`src/rtl/mem_ctrl_if.sv`:
```
// ---------------------------------------------------------------------------
// mem_ctrl_if : request/response and external byte-bus bundle for mem_ctrl.
//
// Signals
//   ICMC_en / ICMC_addr           I-cache refill request (level) and block base
//   MCIC_en / MCIC_block          refill done pulse and assembled block
//   LSBMC_en/_wr/_addr/_len/_data load/store request (level) and its operands
//   MCLSB_en / MCLSB_data         load/store done pulse and zero-extended load data
//   mem_din / mem_dout            RAM read byte / RAM write byte
//   mem_a / mem_wr                RAM byte address / write strobe
//   io_buffer_full                UART buffer full (gates IO-region stores)
//
// Modports
//   master : the environment (requesters + RAM/IO) driving requests and read data
//   slave  : the controller answering requests and driving the byte bus
// ---------------------------------------------------------------------------
interface mem_ctrl_if #(
   parameter int ADDR_WIDTH  = 32,
   parameter int BLOCK_WIDTH = 1
);
   localparam int BLOCK_BITS = 32 << BLOCK_WIDTH;

   logic                  ICMC_en;
   logic [ADDR_WIDTH-1:0] ICMC_addr;
   logic                  MCIC_en;
   logic [BLOCK_BITS-1:0] MCIC_block;

   logic                  LSBMC_en;
   logic                  LSBMC_wr;
   logic [ADDR_WIDTH-1:0] LSBMC_addr;
   logic [1:0]            LSBMC_len;
   logic [31:0]           LSBMC_data;
   logic                  MCLSB_en;
   logic [31:0]           MCLSB_data;

   logic [7:0]            mem_din;
   logic [7:0]            mem_dout;
   logic [ADDR_WIDTH-1:0] mem_a;
   logic                  mem_wr;
   logic                  io_buffer_full;

   modport master (
      output ICMC_en, ICMC_addr,
      input  MCIC_en, MCIC_block,
      output LSBMC_en, LSBMC_wr, LSBMC_addr, LSBMC_len, LSBMC_data,
      input  MCLSB_en, MCLSB_data,
      output mem_din, io_buffer_full,
      input  mem_dout, mem_a, mem_wr
   );

   modport slave (
      input  ICMC_en, ICMC_addr,
      output MCIC_en, MCIC_block,
      input  LSBMC_en, LSBMC_wr, LSBMC_addr, LSBMC_len, LSBMC_data,
      output MCLSB_en, MCLSB_data,
      input  mem_din, io_buffer_full,
      output mem_dout, mem_a, mem_wr
   );
endinterface

```
`src/rtl/mem_ctrl.sv`:
```
// ---------------------------------------------------------------------------
// mem_ctrl : single-port arbiter/sequencer between the I-cache (block refills)
// and the load/store buffer (byte/half/word accesses) and a byte-wide RAM/IO
// bus. Every access is split into sequential byte transfers; read results are
// assembled little-endian and returned with a one-cycle done pulse.
//
// Ports
//   Sys_clk  : clock
//   Sys_rst  : synchronous active-high reset
//   Sys_rdy  : global enable, low = stall (state frozen, mem_wr forced low)
//   bus      : mem_ctrl_if.slave (requests, responses, RAM byte bus, io full)
// ---------------------------------------------------------------------------
module mem_ctrl #(
   parameter int ADDR_WIDTH  = 32,
   parameter int BLOCK_WIDTH = 1
) (
   input  logic      Sys_clk,
   input  logic      Sys_rst,
   input  logic      Sys_rdy,
   mem_ctrl_if.slave bus
);
   localparam int NB         = 4 << BLOCK_WIDTH;   // bytes per I-cache block
   localparam int BLOCK_BITS = 8 * NB;
   localparam int CW         = $clog2(NB + 1);     // counter must reach NB

   typedef enum logic [1:0] {IDLE, FETCH, LOAD, STORE} state_t;

   state_t                state_q, state_d;
   logic [CW-1:0]         cnt_q, cnt_d;           // reads: bytes captured, store: bytes issued
   logic [CW-1:0]         nbytes_q, nbytes_d;
   logic [ADDR_WIDTH-1:0] base_q, base_d;
   logic [31:0]           wdata_q, wdata_d;       // store data, shifted down one byte per issue
   logic [BLOCK_BITS-1:0] buf_q, buf_d;           // read assembly buffer
   logic                  primed_q, primed_d;     // mem_a currently points at slot cnt_q
   logic                  last_lsb_q, last_lsb_d; // last grant went to the LSB
   logic [ADDR_WIDTH-1:0] mem_a_q, mem_a_d;
   logic [7:0]            mem_dout_q, mem_dout_d;
   logic                  mem_wr_q, mem_wr_d;
   logic                  mcic_en_q, mcic_en_d;
   logic                  mclsb_en_q, mclsb_en_d;
   logic [BLOCK_BITS-1:0] mcic_block_q, mcic_block_d;
   logic [31:0]           mclsb_data_q, mclsb_data_d;

   logic                  lsb_is_io, store_is_io;
   logic                  ic_elig, lsb_elig, grant_ic, grant_lsb;
   logic [CW-1:0]         lsb_nbytes, cnt_inc;
   logic [BLOCK_BITS-1:0] buf_cap;

   // Arbitration. An IO-region store cannot start while the UART buffer is full,
   // so it must not block the I-cache in the meantime.
   assign lsb_is_io   = (bus.LSBMC_addr[17:16] == 2'b11);
   assign store_is_io = (base_q[17:16] == 2'b11);
   assign ic_elig     = bus.ICMC_en;
   assign lsb_elig    = bus.LSBMC_en && !(bus.LSBMC_wr && lsb_is_io && bus.io_buffer_full);
   assign grant_ic    = ic_elig && (!lsb_elig || last_lsb_q);
   assign grant_lsb   = lsb_elig && !grant_ic;

   always_comb begin
      case (bus.LSBMC_len)
         2'd0:    lsb_nbytes = CW'(1);
         2'd1:    lsb_nbytes = CW'(2);
         default: lsb_nbytes = CW'(4);
      endcase
   end

   assign cnt_inc = cnt_q + CW'(1);

   // Assembly buffer with the incoming byte dropped into slot cnt_q.
   for (genvar gi = 0; gi < NB; gi++) begin : g_slot
      assign buf_cap[8*gi +: 8] = (cnt_q == CW'(gi)) ? bus.mem_din : buf_q[8*gi +: 8];
   end

   always_comb begin
      state_d      = state_q;
      cnt_d        = cnt_q;
      nbytes_d     = nbytes_q;
      base_d       = base_q;
      wdata_d      = wdata_q;
      buf_d        = buf_q;
      primed_d     = primed_q;
      last_lsb_d   = last_lsb_q;
      mem_a_d      = mem_a_q;
      mem_dout_d   = mem_dout_q;
      mem_wr_d     = 1'b0;
      mcic_en_d    = mcic_en_q;
      mclsb_en_d   = mclsb_en_q;
      mcic_block_d = mcic_block_q;
      mclsb_data_d = mclsb_data_q;

      if (!Sys_rdy) begin
         // Stall: hold everything; in read states point at the next uncaptured
         // byte and force a re-prime edge before capturing resumes.
         if (state_q == FETCH || state_q == LOAD) begin
            mem_a_d  = base_q + ADDR_WIDTH'(cnt_q);
            primed_d = 1'b0;
         end
      end else begin
         mcic_en_d  = 1'b0;
         mclsb_en_d = 1'b0;
         case (state_q)
            IDLE: begin
               // A done pulse still high marks the response cycle: no grant, so
               // a requester that has not yet dropped its level is not re-served.
               if (!mcic_en_q && !mclsb_en_q && (grant_ic || grant_lsb)) begin
                  cnt_d    = '0;
                  primed_d = 1'b1;
                  buf_d    = '0;
                  if (grant_ic) begin
                     state_d    = FETCH;
                     base_d     = bus.ICMC_addr;
                     nbytes_d   = CW'(NB);
                     last_lsb_d = 1'b0;
                     mem_a_d    = bus.ICMC_addr;
                  end else begin
                     base_d     = bus.LSBMC_addr;
                     nbytes_d   = lsb_nbytes;
                     last_lsb_d = 1'b1;
                     mem_a_d    = bus.LSBMC_addr;
                     if (bus.LSBMC_wr) begin
                        // Byte 0 goes out on the grant edge itself.
                        state_d    = STORE;
                        mem_dout_d = bus.LSBMC_data[7:0];
                        wdata_d    = {8'h00, bus.LSBMC_data[31:8]};
                        mem_wr_d   = 1'b1;
                        cnt_d      = CW'(1);
                     end else begin
                        state_d = LOAD;
                     end
                  end
               end
            end

            FETCH, LOAD: begin
               if (primed_q) begin
                  buf_d = buf_cap;
                  if (cnt_q == nbytes_q - CW'(1)) begin
                     state_d = IDLE;
                     cnt_d   = '0;
                     if (state_q == FETCH) begin
                        mcic_en_d    = 1'b1;
                        mcic_block_d = buf_cap;
                     end else begin
                        mclsb_en_d   = 1'b1;
                        mclsb_data_d = buf_cap[31:0];
                     end
                  end else begin
                     cnt_d   = cnt_inc;
                     mem_a_d = base_q + ADDR_WIDTH'(cnt_inc);
                  end
               end else begin
                  // Re-prime after a stall: present the address, capture nothing.
                  primed_d = 1'b1;
                  mem_a_d  = base_q + ADDR_WIDTH'(cnt_q);
               end
            end

            STORE: begin
               if (cnt_q == nbytes_q) begin
                  state_d    = IDLE;
                  cnt_d      = '0;
                  mclsb_en_d = 1'b1;
               end else if (!(store_is_io && bus.io_buffer_full)) begin
                  mem_a_d    = base_q + ADDR_WIDTH'(cnt_q);
                  mem_dout_d = wdata_q[7:0];
                  wdata_d    = wdata_q >> 8;
                  mem_wr_d   = 1'b1;
                  cnt_d      = cnt_inc;
               end
               // else: UART full, retry the same byte on a later edge
            end

            default: state_d = IDLE;
         endcase
      end
   end

   always_ff @(posedge Sys_clk) begin
      if (Sys_rst) begin
         state_q      <= IDLE;
         cnt_q        <= '0;
         nbytes_q     <= '0;
         base_q       <= '0;
         wdata_q      <= '0;
         buf_q        <= '0;
         primed_q     <= 1'b0;
         last_lsb_q   <= 1'b1;
         mem_a_q      <= '0;
         mem_dout_q   <= '0;
         mem_wr_q     <= 1'b0;
         mcic_en_q    <= 1'b0;
         mclsb_en_q   <= 1'b0;
         mcic_block_q <= '0;
         mclsb_data_q <= '0;
      end else begin
         state_q      <= state_d;
         cnt_q        <= cnt_d;
         nbytes_q     <= nbytes_d;
         base_q       <= base_d;
         wdata_q      <= wdata_d;
         buf_q        <= buf_d;
         primed_q     <= primed_d;
         last_lsb_q   <= last_lsb_d;
         mem_a_q      <= mem_a_d;
         mem_dout_q   <= mem_dout_d;
         mem_wr_q     <= mem_wr_d;
         mcic_en_q    <= mcic_en_d;
         mclsb_en_q   <= mclsb_en_d;
         mcic_block_q <= mcic_block_d;
         mclsb_data_q <= mclsb_data_d;
      end
   end

   assign bus.MCIC_en    = mcic_en_q;
   assign bus.MCIC_block = mcic_block_q;
   assign bus.MCLSB_en   = mclsb_en_q;
   assign bus.MCLSB_data = mclsb_data_q;
   assign bus.mem_a      = mem_a_q;
   assign bus.mem_dout   = mem_dout_q;
   assign bus.mem_wr     = mem_wr_q;
endmodule

```
`src/flat_wrapper.sv`:
```
// flat-port wrapper written by rule: the top's interface ports become plain ports
module mem_ctrl_flat 
#(
   parameter int ADDR_WIDTH  = 32,
   parameter int BLOCK_WIDTH = 1
)
  (Sys_clk, Sys_rst, Sys_rdy, bus_ICMC_en, bus_ICMC_addr, bus_MCIC_en, bus_MCIC_block, bus_LSBMC_en, bus_LSBMC_wr, bus_LSBMC_addr, bus_LSBMC_len, bus_LSBMC_data, bus_MCLSB_en, bus_MCLSB_data, bus_mem_din, bus_io_buffer_full, bus_mem_dout, bus_mem_a, bus_mem_wr);
  mem_ctrl_if #(.ADDR_WIDTH(ADDR_WIDTH), .BLOCK_WIDTH(BLOCK_WIDTH)) bus_i ();
  input  logic Sys_clk;
  input  logic Sys_rst;
  input  logic Sys_rdy;
  input wire logic [$bits(bus_i.ICMC_en)-1:0] bus_ICMC_en;
  input wire logic [$bits(bus_i.ICMC_addr)-1:0] bus_ICMC_addr;
  output wire logic [$bits(bus_i.MCIC_en)-1:0] bus_MCIC_en;
  output wire logic [$bits(bus_i.MCIC_block)-1:0] bus_MCIC_block;
  input wire logic [$bits(bus_i.LSBMC_en)-1:0] bus_LSBMC_en;
  input wire logic [$bits(bus_i.LSBMC_wr)-1:0] bus_LSBMC_wr;
  input wire logic [$bits(bus_i.LSBMC_addr)-1:0] bus_LSBMC_addr;
  input wire logic [$bits(bus_i.LSBMC_len)-1:0] bus_LSBMC_len;
  input wire logic [$bits(bus_i.LSBMC_data)-1:0] bus_LSBMC_data;
  output wire logic [$bits(bus_i.MCLSB_en)-1:0] bus_MCLSB_en;
  output wire logic [$bits(bus_i.MCLSB_data)-1:0] bus_MCLSB_data;
  input wire logic [$bits(bus_i.mem_din)-1:0] bus_mem_din;
  input wire logic [$bits(bus_i.io_buffer_full)-1:0] bus_io_buffer_full;
  output wire logic [$bits(bus_i.mem_dout)-1:0] bus_mem_dout;
  output wire logic [$bits(bus_i.mem_a)-1:0] bus_mem_a;
  output wire logic [$bits(bus_i.mem_wr)-1:0] bus_mem_wr;
  assign bus_i.ICMC_en = bus_ICMC_en;
  assign bus_i.ICMC_addr = bus_ICMC_addr;
  assign bus_MCIC_en = bus_i.MCIC_en;
  assign bus_MCIC_block = bus_i.MCIC_block;
  assign bus_i.LSBMC_en = bus_LSBMC_en;
  assign bus_i.LSBMC_wr = bus_LSBMC_wr;
  assign bus_i.LSBMC_addr = bus_LSBMC_addr;
  assign bus_i.LSBMC_len = bus_LSBMC_len;
  assign bus_i.LSBMC_data = bus_LSBMC_data;
  assign bus_MCLSB_en = bus_i.MCLSB_en;
  assign bus_MCLSB_data = bus_i.MCLSB_data;
  assign bus_i.mem_din = bus_mem_din;
  assign bus_i.io_buffer_full = bus_io_buffer_full;
  assign bus_mem_dout = bus_i.mem_dout;
  assign bus_mem_a = bus_i.mem_a;
  assign bus_mem_wr = bus_i.mem_wr;
  mem_ctrl #(.ADDR_WIDTH(ADDR_WIDTH), .BLOCK_WIDTH(BLOCK_WIDTH)) u_core (.Sys_clk(Sys_clk), .Sys_rst(Sys_rst), .Sys_rdy(Sys_rdy), .bus(bus_i));
endmodule
```
`config.mk`:
```
export PLATFORM = sky130hd
export DESIGN_NAME = mem_ctrl_flat
export DESIGN_NICKNAME = d
export VERILOG_FILES = /design/src/rtl/mem_ctrl_if.sv /design/src/rtl/mem_ctrl.sv /design/src/flat_wrapper.sv
export SDC_FILE = /design/constraint.sdc
export NUM_CORES = 1
export LEC_CHECK = 0
export BUFFER_PORTS_ARGS = -buffer_cell sky130_fd_sc_hd__buf_4
export CAP_MARGIN = 20
export CORE_MARGIN = 2
export CORE_UTILIZATION = 50
export CTS_CLUSTER_DIAMETER = 120
export DETAILED_ROUTE_END_ITERATION = 8
export HOLD_SLACK_MARGIN = 0.1
export PLACE_DENSITY = 0.86
export SYNTH_ARGS = -nofsm -noshare
export SYNTH_HDL_FRONTEND = slang
export SYNTH_SLANG_ARGS = --single-unit
```
`constraint.sdc`:
```
create_clock -name Sys_clk -period 2.6 [get_ports Sys_clk]
set_input_delay 0.13 -clock Sys_clk [delete_from_list [all_inputs] [get_ports Sys_clk]]
set_output_delay 0.13 -clock Sys_clk [all_outputs]
set_load 0.005 [all_outputs]
```
**Word-level counts from Yosys, hierarchy flattened**

Index checks and enable logic that the tools add are counted.

- Eq/ne operators: 29
- $add $sub $neg: 4
- Mux-type cells: 69
- Reductions and logical operators: 33
- Bitwise operators: 2

Operators with widths:

| kind | count |
|---|---|
| 32-bit two-way mux | 13 |
| 64-bit two-way mux | 2 |
| 64-bit case mux with 2 select lines | 1 |
| 8-bit two-way mux | 13 |
| 32-bit case mux with 3 select lines | 1 |
| 32-bit by 4-bit adder with 32-bit output | 2 |
| 32-bit case mux with 2 select lines | 1 |
| 4-bit two-way mux | 7 |
| 5-bit AND reduction | 4 |
| 1-bit two-way mux | 19 |
| 4-bit by 3-bit equality test with 1-bit output, second input constant | 4 |
| 8-bit case mux with 2 select lines | 1 |
| 4-bit case mux with 3 select lines | 1 |
| 2-bit two-way mux | 5 |
| 2-bit equality test, second input constant | 4 |
| 4-bit by 2-bit equality test with 1-bit output, second input constant | 2 |
| 4-bit equality test | 2 |
| 1-bit logical AND | 8 |
| 2-bit by 1-bit inequality test with 1-bit output, second input constant | 4 |
| 2-bit inequality test, second input constant | 4 |
| 4-bit AND reduction | 2 |
| 7-bit AND reduction | 1 |
| 3-bit by 2-bit inequality test with 1-bit output, second input constant | 2 |
| 3-bit inequality test, second input constant | 2 |
| other kinds (17) | 32 |

- Register bits: 279
- Input port bits: 113
- Output and inout bits: 139
- Word-level logic and storage cells: 152

**Depth between registers and ports, before layout**

Gate-level depths: netlist of run 1.

- Word-level depth: 15
- Depth in mapped cells: 12
- Mapped depth without buffers: 10

**Least setup slack after synthesis of run 1**

Ideal clock, no wire load.

- Path kind: register -> register
- Start point: register u_core.cnt_q[1]
- End point: register u_core.mem_a_q[18], in the netlist u_core.bus.mem_a[18]
- Path slack: -0.088 ns
- Data arrival time: 2.555 ns
- Clock period less this slack: 2.688 ns
- Cell stages (with the launch flop): 11
- Data required time: 2.468 ns
- Setup time: 0.132 ns
- Path buffers: 0
- Cell sequence: dfxtp_1 -> ha_1 -> xor2_1 -> ha_1 -> nand3_1 -> a211oi_1 -> nand2_1 -> xnor2_1 -> a221o_1 -> o2111ai_1 -> a21oi_1

- Word-level cells in the longest chain between the ends: 6
- Elaborated cells on any way between the ends: 15
- Those cells by class: add/sub: 3; eq/ne: 4; mux: 7; reduce/logical: 1

Ends and longest elaborated chain:

| item | RTL line | RTL |
|---|---|---|
| start, declared | mem_ctrl.sv:29 | `logic [CW-1:0] cnt_q, cnt_d;` |
| start signal, assigned | mem_ctrl.sv:196 | `cnt_q <= cnt_d;` |
| 4-bit by 1-bit adder with 4-bit output | mem_ctrl.sv:66 | `assign cnt_inc = cnt_q + CW'(1);` |
| 32-bit by 4-bit adder with 32-bit output | mem_ctrl.sv:148 | `mem_a_d = base_q + ADDR_WIDTH'(cnt_inc);` |
| 32-bit two-way mux | mem_ctrl.sv:136 | `if (cnt_q == nbytes_q - CW'(1)) begin` |
| 32-bit two-way mux | mem_ctrl.sv:134 | `if (primed_q) begin` |
| 32-bit case mux with 3 select lines | mem_ctrl.sv:100 | `case (state_q)` |
| 32-bit two-way mux | mem_ctrl.sv:90 | `if (!Sys_rdy) begin` |
| end signal, assigned | mem_ctrl.sv:203 | `mem_a_q <= mem_a_d;` |
| end, declared | mem_ctrl.sv:36 | `logic [ADDR_WIDTH-1:0] mem_a_q, mem_a_d;` |

Several ways; a longest one is shown, not always the timed one. The select of a mux whose other input is x is not followed.
A chain may end at the register's enable or synchronous reset.

**Final worst setup path of run 1**

- Start point: register u_core.nbytes_q[0]
- End point: register u_core.mcic_block_q[39], in the netlist u_core.bus.MCIC_block[39]

- Word-level cells in the longest chain between the ends: 3

Ends and longest elaborated chain:

| item | RTL line | RTL |
|---|---|---|
| start, declared | mem_ctrl.sv:30 | `logic [CW-1:0] nbytes_q, nbytes_d;` |
| start signal, assigned | mem_ctrl.sv:197 | `nbytes_q <= nbytes_d;` |
| 4-bit by 1-bit subtractor with 4-bit output | mem_ctrl.sv:136 |  |
| 4-bit equality test | mem_ctrl.sv:136 |  |
| 5-bit AND reduction (no source line) | n/a |  |
| end signal, assigned | mem_ctrl.sv:208 | `mcic_block_q <= mcic_block_d;` |
| end, declared | mem_ctrl.sv:41 | `logic [BLOCK_BITS-1:0] mcic_block_q, mcic_block_d;` |

No other way between the ends.

==> summary.md, run 1 <==
| Metric | Value |
|---|---|
| Synth-to-layout area growth | `38.5%` |
| FFs w/ async S/R, synth | `0` |
| VDD IR max | `668 uV` |
| Post-synth top area share | `0.414` |
| Largest net degree at the start of global routing | `107` |
| Skew-Pair Late Insertion Delay | `0.56 ns` |
| Max-Cap Viols | `0` |
| CTS Buf Count | `28` |
| Synth top cells by count | `280 x nor2_1, 271 x dfxtp_1, 144 x nand2_1` |
| Mapped Nets | `1679` |
| Final min period | `2.57 ns` |
| Antenna viol nets, final | `0` |
| Final Hold Viols | `0` |
| Fin. max-slew vios | `0` |
| Synth Cell Area | `13100 sq um` |
| Placed Instances | `2086` |
| Layout Cells excl Fill | `2263` |
| Placer Congestion | `0.997` |
| CP arrival | `2.98 ns` |
| Worst-Margin Slew | `0.650 ns` |
| Row count | `59` |
| Routed vias | `14205` |
| Post-synth cell types | `69` |
| Hold WS | `0.101 ns` |
| IO Count | `252` |
| Initial antenna violation count | `1` |
| Die width | `166 microns` |
| Total die area | `27500 sq um` |
| CTS tree | `yes` |
| Total negative slack | `0 ns` |
| GRT Util Overall | `0.324` |
| Max FO, Critical Path | `27` |
| Final-layout fill cell count | `1785` |
| CP startpoint kind | `flop` |
| Ys flop type | `dfxtp_1` |
| Critical Path End Type | `flop` |
| Crit share post-route | `0.987` |
| Rel. slew slack | `0.567` |
| Cell count after synthesis | `1546` |
| Worst-path clk slew | `0.06 ns` |
| Wire length of the first global-routing pass | `73300 microns` |
| CP Data Required Time | `3.02 ns` |
| Total Nets Final | `2038` |
| Synth Area in Compound Gates | `0.226` |
| Pwr dens | `651 nW/um^2` |
| Post-DP HPWL | `30000 microns` |
| Root Buffer | `clkbuf_16` |
| Internal Pwr Total | `8.21 mW` |
| Via-to-Cell Ratio | `6.28` |
| Avg Synthesized Cell Area | `8.47 sq um` |
| Hold/Removal Path Class | `in -> reg` |
| #FFs+latches synth | `271` |
| Number of port buffers | `251` |
| EDFF count, synth | `0` |
| Status | `complete, no violations` |
| Die Y | `166 microns` |
| Switching share of total power | `0.305` |
| Largest cells by area after synthesis | `dfxtp_1 41%, nor2_1 8.0%, a211oi_1 7.7%, mux2i_1 7.1%, nand2_1 4.1%` |
| Max Clk Rate | `0.390 GHz` |
| RSZ-0062 raised after global routing | `true` |
| H-tree levels | `1` |
| Starting DRT DRC Count | `1763` |
| Combinational group share of total power | `0.228` |
| DR WL/cell | `21.8 microns` |
| Skew final | `0.0160 ns` |
| Vias in the first global route | `13505` |
| Post-Synth XOR/XNOR Area | `0.0308` |
| Clk buf depth | `3` |
| Register area share after synthesis | `0.414` |
| GRT overflow | `0` |
| Post-Synth Adder-Cell Area | `0.0203` |
| Power share of the clock group | `0.377` |
| Setup-violating endpoint count in the final report | `0` |
| Top-count cell post-synth | `nor2_1` |
| Cell taking the most area after synthesis | `dfxtp_1` |
| Largest family of logic cells by synthesized area | `compound AO/OA/AOI/OAI gates` |
| Routed Wire Length | `49300 microns` |
| Core Area | `25900 sq um` |
| Initial Util | `0.505` |
| Crit Path Category | `reg -> reg` |
| Drt first pass iters | `6` |
| Drc violations | `0` |
| Switch Pwr | `3.60 mW` |
| Synth Warn # | `0` |
| Simple logic cell fraction of the synthesized area | `0.186` |
| Mux cell area share after synthesis | `0.0728` |
| Share of cells above drive strength 1 | `0.239` |
| Sequential power share | `0.395` |
| Clk sink count | `271` |
| Pleak | `6.81 nW` |
[through the flow]
stage               instance area, sq um   util  setup WS, ns  power [mW]
finish                             18100  0.700        0.0341        11.8
global route                       18100  0.700       -0.0760        12.2
CTS                                17800  0.686       0.00971        11.6
detailed placement                 15600  0.602        -0.113        7.08
global placement                   15600  0.602       0.00871        7.03
floorplan                          13100      -        0.0153        6.06
[path summary, 6_finish.rpt]
check                           from                   endpoint  slack (ns)  cells past startpoint
setup / recovery  u_core.nbytes_q[0]  u_core.bus.MCIC_block[39]        0.03                     11
hold / removal    bus_LSBMC_addr[11]       u_core.bus.mem_a[11]        0.10                      5
setup reg to reg  u_core.nbytes_q[0]  u_core.bus.MCIC_block[39]        0.03                     11
hold reg to reg   u_core.wdata_q[19]         u_core.wdata_q[19]        0.45                      2
[timing repair]
| action | CTS | global route |
|---|---|---|
| endpoints found under the setup margin | 10 | 165 |
| buffers inserted | 0 | 7 |
| hold buffers | 112 | 0 |
| gates cloned | 0 | 5 |
| endpoints found under the hold margin | 184 | 0 |
| pin swaps | 0 | 9 |
| resized for setup | 8 | 44 |
[placed cells by master (no fill, tap or decap), types with 5 or more instances in the layout]
master         instances
xor2_1                16
nor2_1               274
a211oi_2               5
xnor2_1               28
inv_1                 13
nand4_1               15
dfxtp_1              268
o32ai_1                5
and2_1                 6
nor2_2                 6
nor2b_1                8
clkinv_1               5
nand2_1              142
nand3_1               25
o21ai_0               23
dlygate4sd3_1        112
a221o_1                7
ha_1                  14
mux2i_1               93
o22ai_1               12
nor3_1                27
o2111ai_1              7
o21ai_2                8
a21oi_1               50
a311oi_1              32
a22oi_1               71
a211oi_1             130
a31oi_1                7
o221ai_1               6
buf_4                328
nor3_2                 5
nand3b_1               8
clkbuf_16             33
clkbuf_8               6
buf_12                11
bufinv_16              5
and4_1                 5
[worst max-delay path: stages (launching register included)]
cell       delay [ns]
dfxtp_1          0.32
inv_1            0.05
ha_1             0.29
xnor2_1          0.17
nor4_1           0.30
a22oi_2          0.18
or2_4            0.28
nor2_4           0.15
buf_12           0.15
buf_4            0.18
clkbuf_16        0.22
a311oi_1         0.13
[power groups by stage]
stage          Sequential, mW  Clock, mW  Combinational (mW)
2_1_floorplan            4.62          0                1.45
3_3_place_gp             4.72          0                2.31
3_5_place_dp             4.73          0                2.35
4_1_cts                  4.64       4.43                2.53
5_1_grt                  4.68       4.62                2.85
6_report                 4.66       4.45                2.69
[layer usage]
layer,up-vias,share of wire,GRT usage
li1,6325,-,-
met5,-,0,0
met4,0,0.056,0.151
met1,6733,0.38,0.407
met2,922,0.46,0.537
met3,225,0.097,0.0634
[final cells by class]
| class | count | area (sq um) | share of cell area |
|---|---|---|---|
| Multi-Input combinational cell | 1127 | 7220 | 0.398 |
| Sequential cell | 271 | 5430 | 0.300 |
| Tap cell | 335 | 419 | 0.0231 |
| Clock inverter | 14 | 231 | 0.0128 |
| Clock buffer | 38 | 798 | 0.0440 |
| Inverter | 18 | 67.6 | 0.00373 |
| Antenna cell | 1 | 2.50 | 0.000138 |
| Timing Repair Buffer | 459 | 3960 | 0.219 |
[flip-flops by register name, summed over array words and instances (netlist names)]
signal / flops
u_core.state_q: 2
u_core.bus.MCLSB_data: 32
u_core.bus.MCIC_en: 1
u_core.bus.MCIC_block: 64
u_core.cnt_q: 4
u_core.bus.mem_a: 32
u_core.buf_q: 64
u_core.wdata_q: 24
u_core.bus.MCLSB_en: 1
u_core.nbytes_q: 4
u_core.last_lsb_q: 1
u_core.primed_q: 1
u_core.base_q: 32
u_core.bus.mem_dout: 8
u_core.bus.mem_wr: 1
[logic make-up (layout without fill, tap and decap cells)]
group           after synthesis  in the layout
simple gates                560            560
compound gates              406            406
fa+ha+maj                    20             20
flops                       271            271
other cells                   0              1
xor+xnor                     46             46
mux                          95             95
buf+inv                     148            529
No activity file was read; power rests on OpenSTA's default activity.
==> run 2: changes to the inputs <==
--- a/config.mk
+++ b/config.mk
@@ -12,7 +12,8 @@
 export CTS_CLUSTER_DIAMETER = 120
 export DETAILED_ROUTE_END_ITERATION = 8
 export HOLD_SLACK_MARGIN = 0.1
-export PLACE_DENSITY = 0.86
+export PLACE_DENSITY = 0.83
+export RECOVER_POWER = 50
 export SYNTH_ARGS = -nofsm -noshare
 export SYNTH_HDL_FRONTEND = slang
 export SYNTH_SLANG_ARGS = --single-unit
==> constraint.sdc (replaced) <==
create_clock -name Sys_clk -period 2.8 [get_ports Sys_clk]
set_input_delay 0.14 -clock Sys_clk [delete_from_list [all_inputs] [get_ports Sys_clk]]
set_output_delay 0.14 -clock Sys_clk [all_outputs]
set_load 0.005 [all_outputs]
==> summary.md, run 2 (same netlist as run 1, synthesis figures left out) <==
| Metric | Value |
|---|---|
| Via-to-Cell Ratio | `6.19 (was 6.28)` |
| Commonest non-fill, non-tap cell in the layout | `nor2_1 (was buf_4)` |
| Fin. max-slew vios | `0 (unchanged)` |
| Core Area | `25900 sq um (unchanged)` |
| Most frequent cells in the layout | `278 x nor2_1, 269 x dfxtp_1, 157 x buf_4 (was 328 x buf_4, 274 x nor2_1, 268 x dfxtp_1)` |
| Placed Instances | `2055 (was 2086)` |
| Rel. slew slack | `0.473 (was 0.567)` |
| Power share of the clock group | `0.370 (was 0.377)` |
| Worst-path clk slew | `0.06 ns (about the same)` |
| Routed vias | `13757 (was 14205)` |
| Switch Pwr | `3.25 mW (was 3.60 mW)` |
| Clk sink count | `271 (unchanged)` |
| Placer Congestion | `0.991 (was 0.997)` |
| Row count | `59 (unchanged)` |
| Skew-Pair Late Insertion Delay | `0.57 ns (was 0.56 ns)` |
| DR WL/cell | `20.6 microns (was 21.8 microns)` |
| Total Nets Final | `2000 (was 2038)` |
| Antenna viol nets, final | `0 (unchanged)` |
| H-tree levels | `1 (unchanged)` |
| Clk buf depth | `3 (unchanged)` |
| Initial antenna violation count | `0 (was 1)` |
| Critical Path End Type | `flop (unchanged)` |
| Post-DP HPWL | `28900 microns (was 30000 microns)` |
| Vias in the first global route | `13167 (was 13505)` |
| VDD IR max | `501 uV (was 668 uV)` |
| Final Hold Viols | `0 (unchanged)` |
| Switching share of total power | `0.306 (was 0.305)` |
| Skew final | `0.0122 ns (was 0.0160 ns)` |
| Number of port buffers | `251 (unchanged)` |
| Total negative slack | `0 ns (unchanged)` |
| Final min period | `2.79 ns (was 2.57 ns)` |
| Pleak | `6.40 nW (was 6.81 nW)` |
| Antenna Diode Count | `0 (was 1)` |
| Multi-input logic area | `7060 sq um (was 7220 sq um)` |
| RSZ-0062 raised after global routing | `true (unchanged)` |
| Max Clk Rate | `0.358 GHz (was 0.390 GHz)` |
| Synth-to-layout area growth | `33.3% (was 38.5%)` |
| Largest net degree at the start of global routing | `135 (was 107)` |
| GRT Util Overall | `0.310 (was 0.324)` |
| Drt first pass iters | `7 (was 6)` |
| Register area | `5430 sq um (about the same)` |
| Status | `complete, no violations (unchanged)` |
| Starting DRT DRC Count | `1676 (was 1763)` |
| Drc violations | `0 (unchanged)` |
| Root Buffer | `clkbuf_16 (unchanged)` |
| Die width | `166 microns (unchanged)` |
| Share of cells above drive strength 1 | `0.190 (was 0.239)` |
| CTS Buf Count | `28 (unchanged)` |
| GRT overflow | `0 (unchanged)` |
| Routed Wire Length | `45800 microns (was 49300 microns)` |
| Initial Util | `0.505 (unchanged)` |
| Total die area | `27500 sq um (unchanged)` |
| Die Y | `166 microns (unchanged)` |
| Max-Cap Viols | `0 (unchanged)` |
| Layout Cells excl Fill | `2223 (was 2263)` |
| CP arrival | `3.22 ns (was 2.98 ns)` |
| CP startpoint kind | `flop (unchanged)` |
| Setup-violating endpoint count in the final report | `0 (unchanged)` |
| Worst-Margin Slew | `0.785 ns (was 0.650 ns)` |
| CTS tree | `yes (unchanged)` |
| Hold/Removal Path Class | `in -> reg (unchanged)` |
| Final-layout fill cell count | `1949 (was 1785)` |
| CP Data Required Time | `3.23 ns (was 3.02 ns)` |
| Combinational group share of total power | `0.219 (was 0.228)` |
| Final Util | `0.674 (was 0.700)` |
| Pwr dens | `607 nW/um^2 (was 651 nW/um^2)` |
| Hold WS | `0.101 ns (about the same)` |
| Crit Path Category | `reg -> reg (unchanged)` |
| Power Total | `10.6 mW (was 11.8 mW)` |
| Crit share post-route | `0.998 (was 0.987)` |
| Max FO, Critical Path | `20 (was 27)` |
| IO Count | `252 (unchanged)` |
| Wire length of the first global-routing pass | `70500 microns (was 73300 microns)` |
| Internal Pwr Total | `7.35 mW (was 8.21 mW)` |
| Sequential power share | `0.411 (was 0.395)` |
==> run 2: cell types whose count changed in the layout (fill, tap and decap cells not counted), sizes merged <==
cell         delta
bufinv          -3
dlygate4sd3     -2
buf           -175
clkinvlp        -2
diode           -1
inv             +1
clkinv          -2
clkbuf        +144
==> run 2: per-layer routing <==
layer / up-vias / share of wire / track usage
met1: 6541 / 0.40 / 0.400
met4: 0 / 0.043 / 0.132
li1: 6251 / - / -
met2: 825 / 0.46 / 0.501
met5: - / 0 / 0
met3: 140 / 0.10 / 0.0682
==> run 2: worst paths after layout <==
kind	startpoint	end	slack [ns]	depth (start not counted)
hold reg to reg	u_core.wdata_q[23]	u_core.wdata_q[23]	0.45	2
setup / recovery	u_core.nbytes_q[0]	u_core.bus.MCIC_block[44]	0.006	11
setup reg to reg	u_core.nbytes_q[0]	u_core.bus.MCIC_block[44]	0.006	11
hold / removal	bus_LSBMC_addr[26]	u_core.bus.mem_a[26]	0.10	5
==> run 2: critical path, cell delays in order (launching register included) <==
cell	delay, ns
dfxtp_1	0.45
inv_1	0.08
ha_1	0.33
xnor2_2	0.16
nor4_2	0.27
a22oi_2	0.18
or2_4	0.29
nor2_4	0.13
buf_12	0.14
buf_12	0.17
nor2_1	0.08
a311oi_1	0.38
==> run 2: area by class of cell <==
cell class,instances,area share
clock inverter,8,0.00695
clock buffer,43,0.0491
sequential,271,0.311
tap,335,0.0240
timing repair buffer,421,0.201
inverter,18,0.00387
multi-input combinational,1127,0.405
==> run 2: what timing repair did <==
item / CTS / global route
setup endpoints to repair: 0 / 67
hold buffers: 110 / 0
buffers inserted: 0 / 4
resized for setup: 0 / 8
endpoints found under the hold margin: 173 / 0
==> run 2: per-stage QoR <==
stage,setup WS (ns),instance area [sq um]
after CTS,0.0481,17400
after global routing,-0.0437,17500
final,0.00558,17500
after detailed placement,0.0671,15300
after floorplan,0.112,13100
after global placement,0.185,15300
==> run 2: power groups by stage <==
stage	sequential (mW)	clock, mW	combinational [mW]
detailed placement	4.42	0	2.07
global placement	4.41	0	2.03
finish	4.35	3.93	2.32
CTS	4.33	3.93	2.23
global route	4.37	4.10	2.48
floorplan	4.29	0	1.34
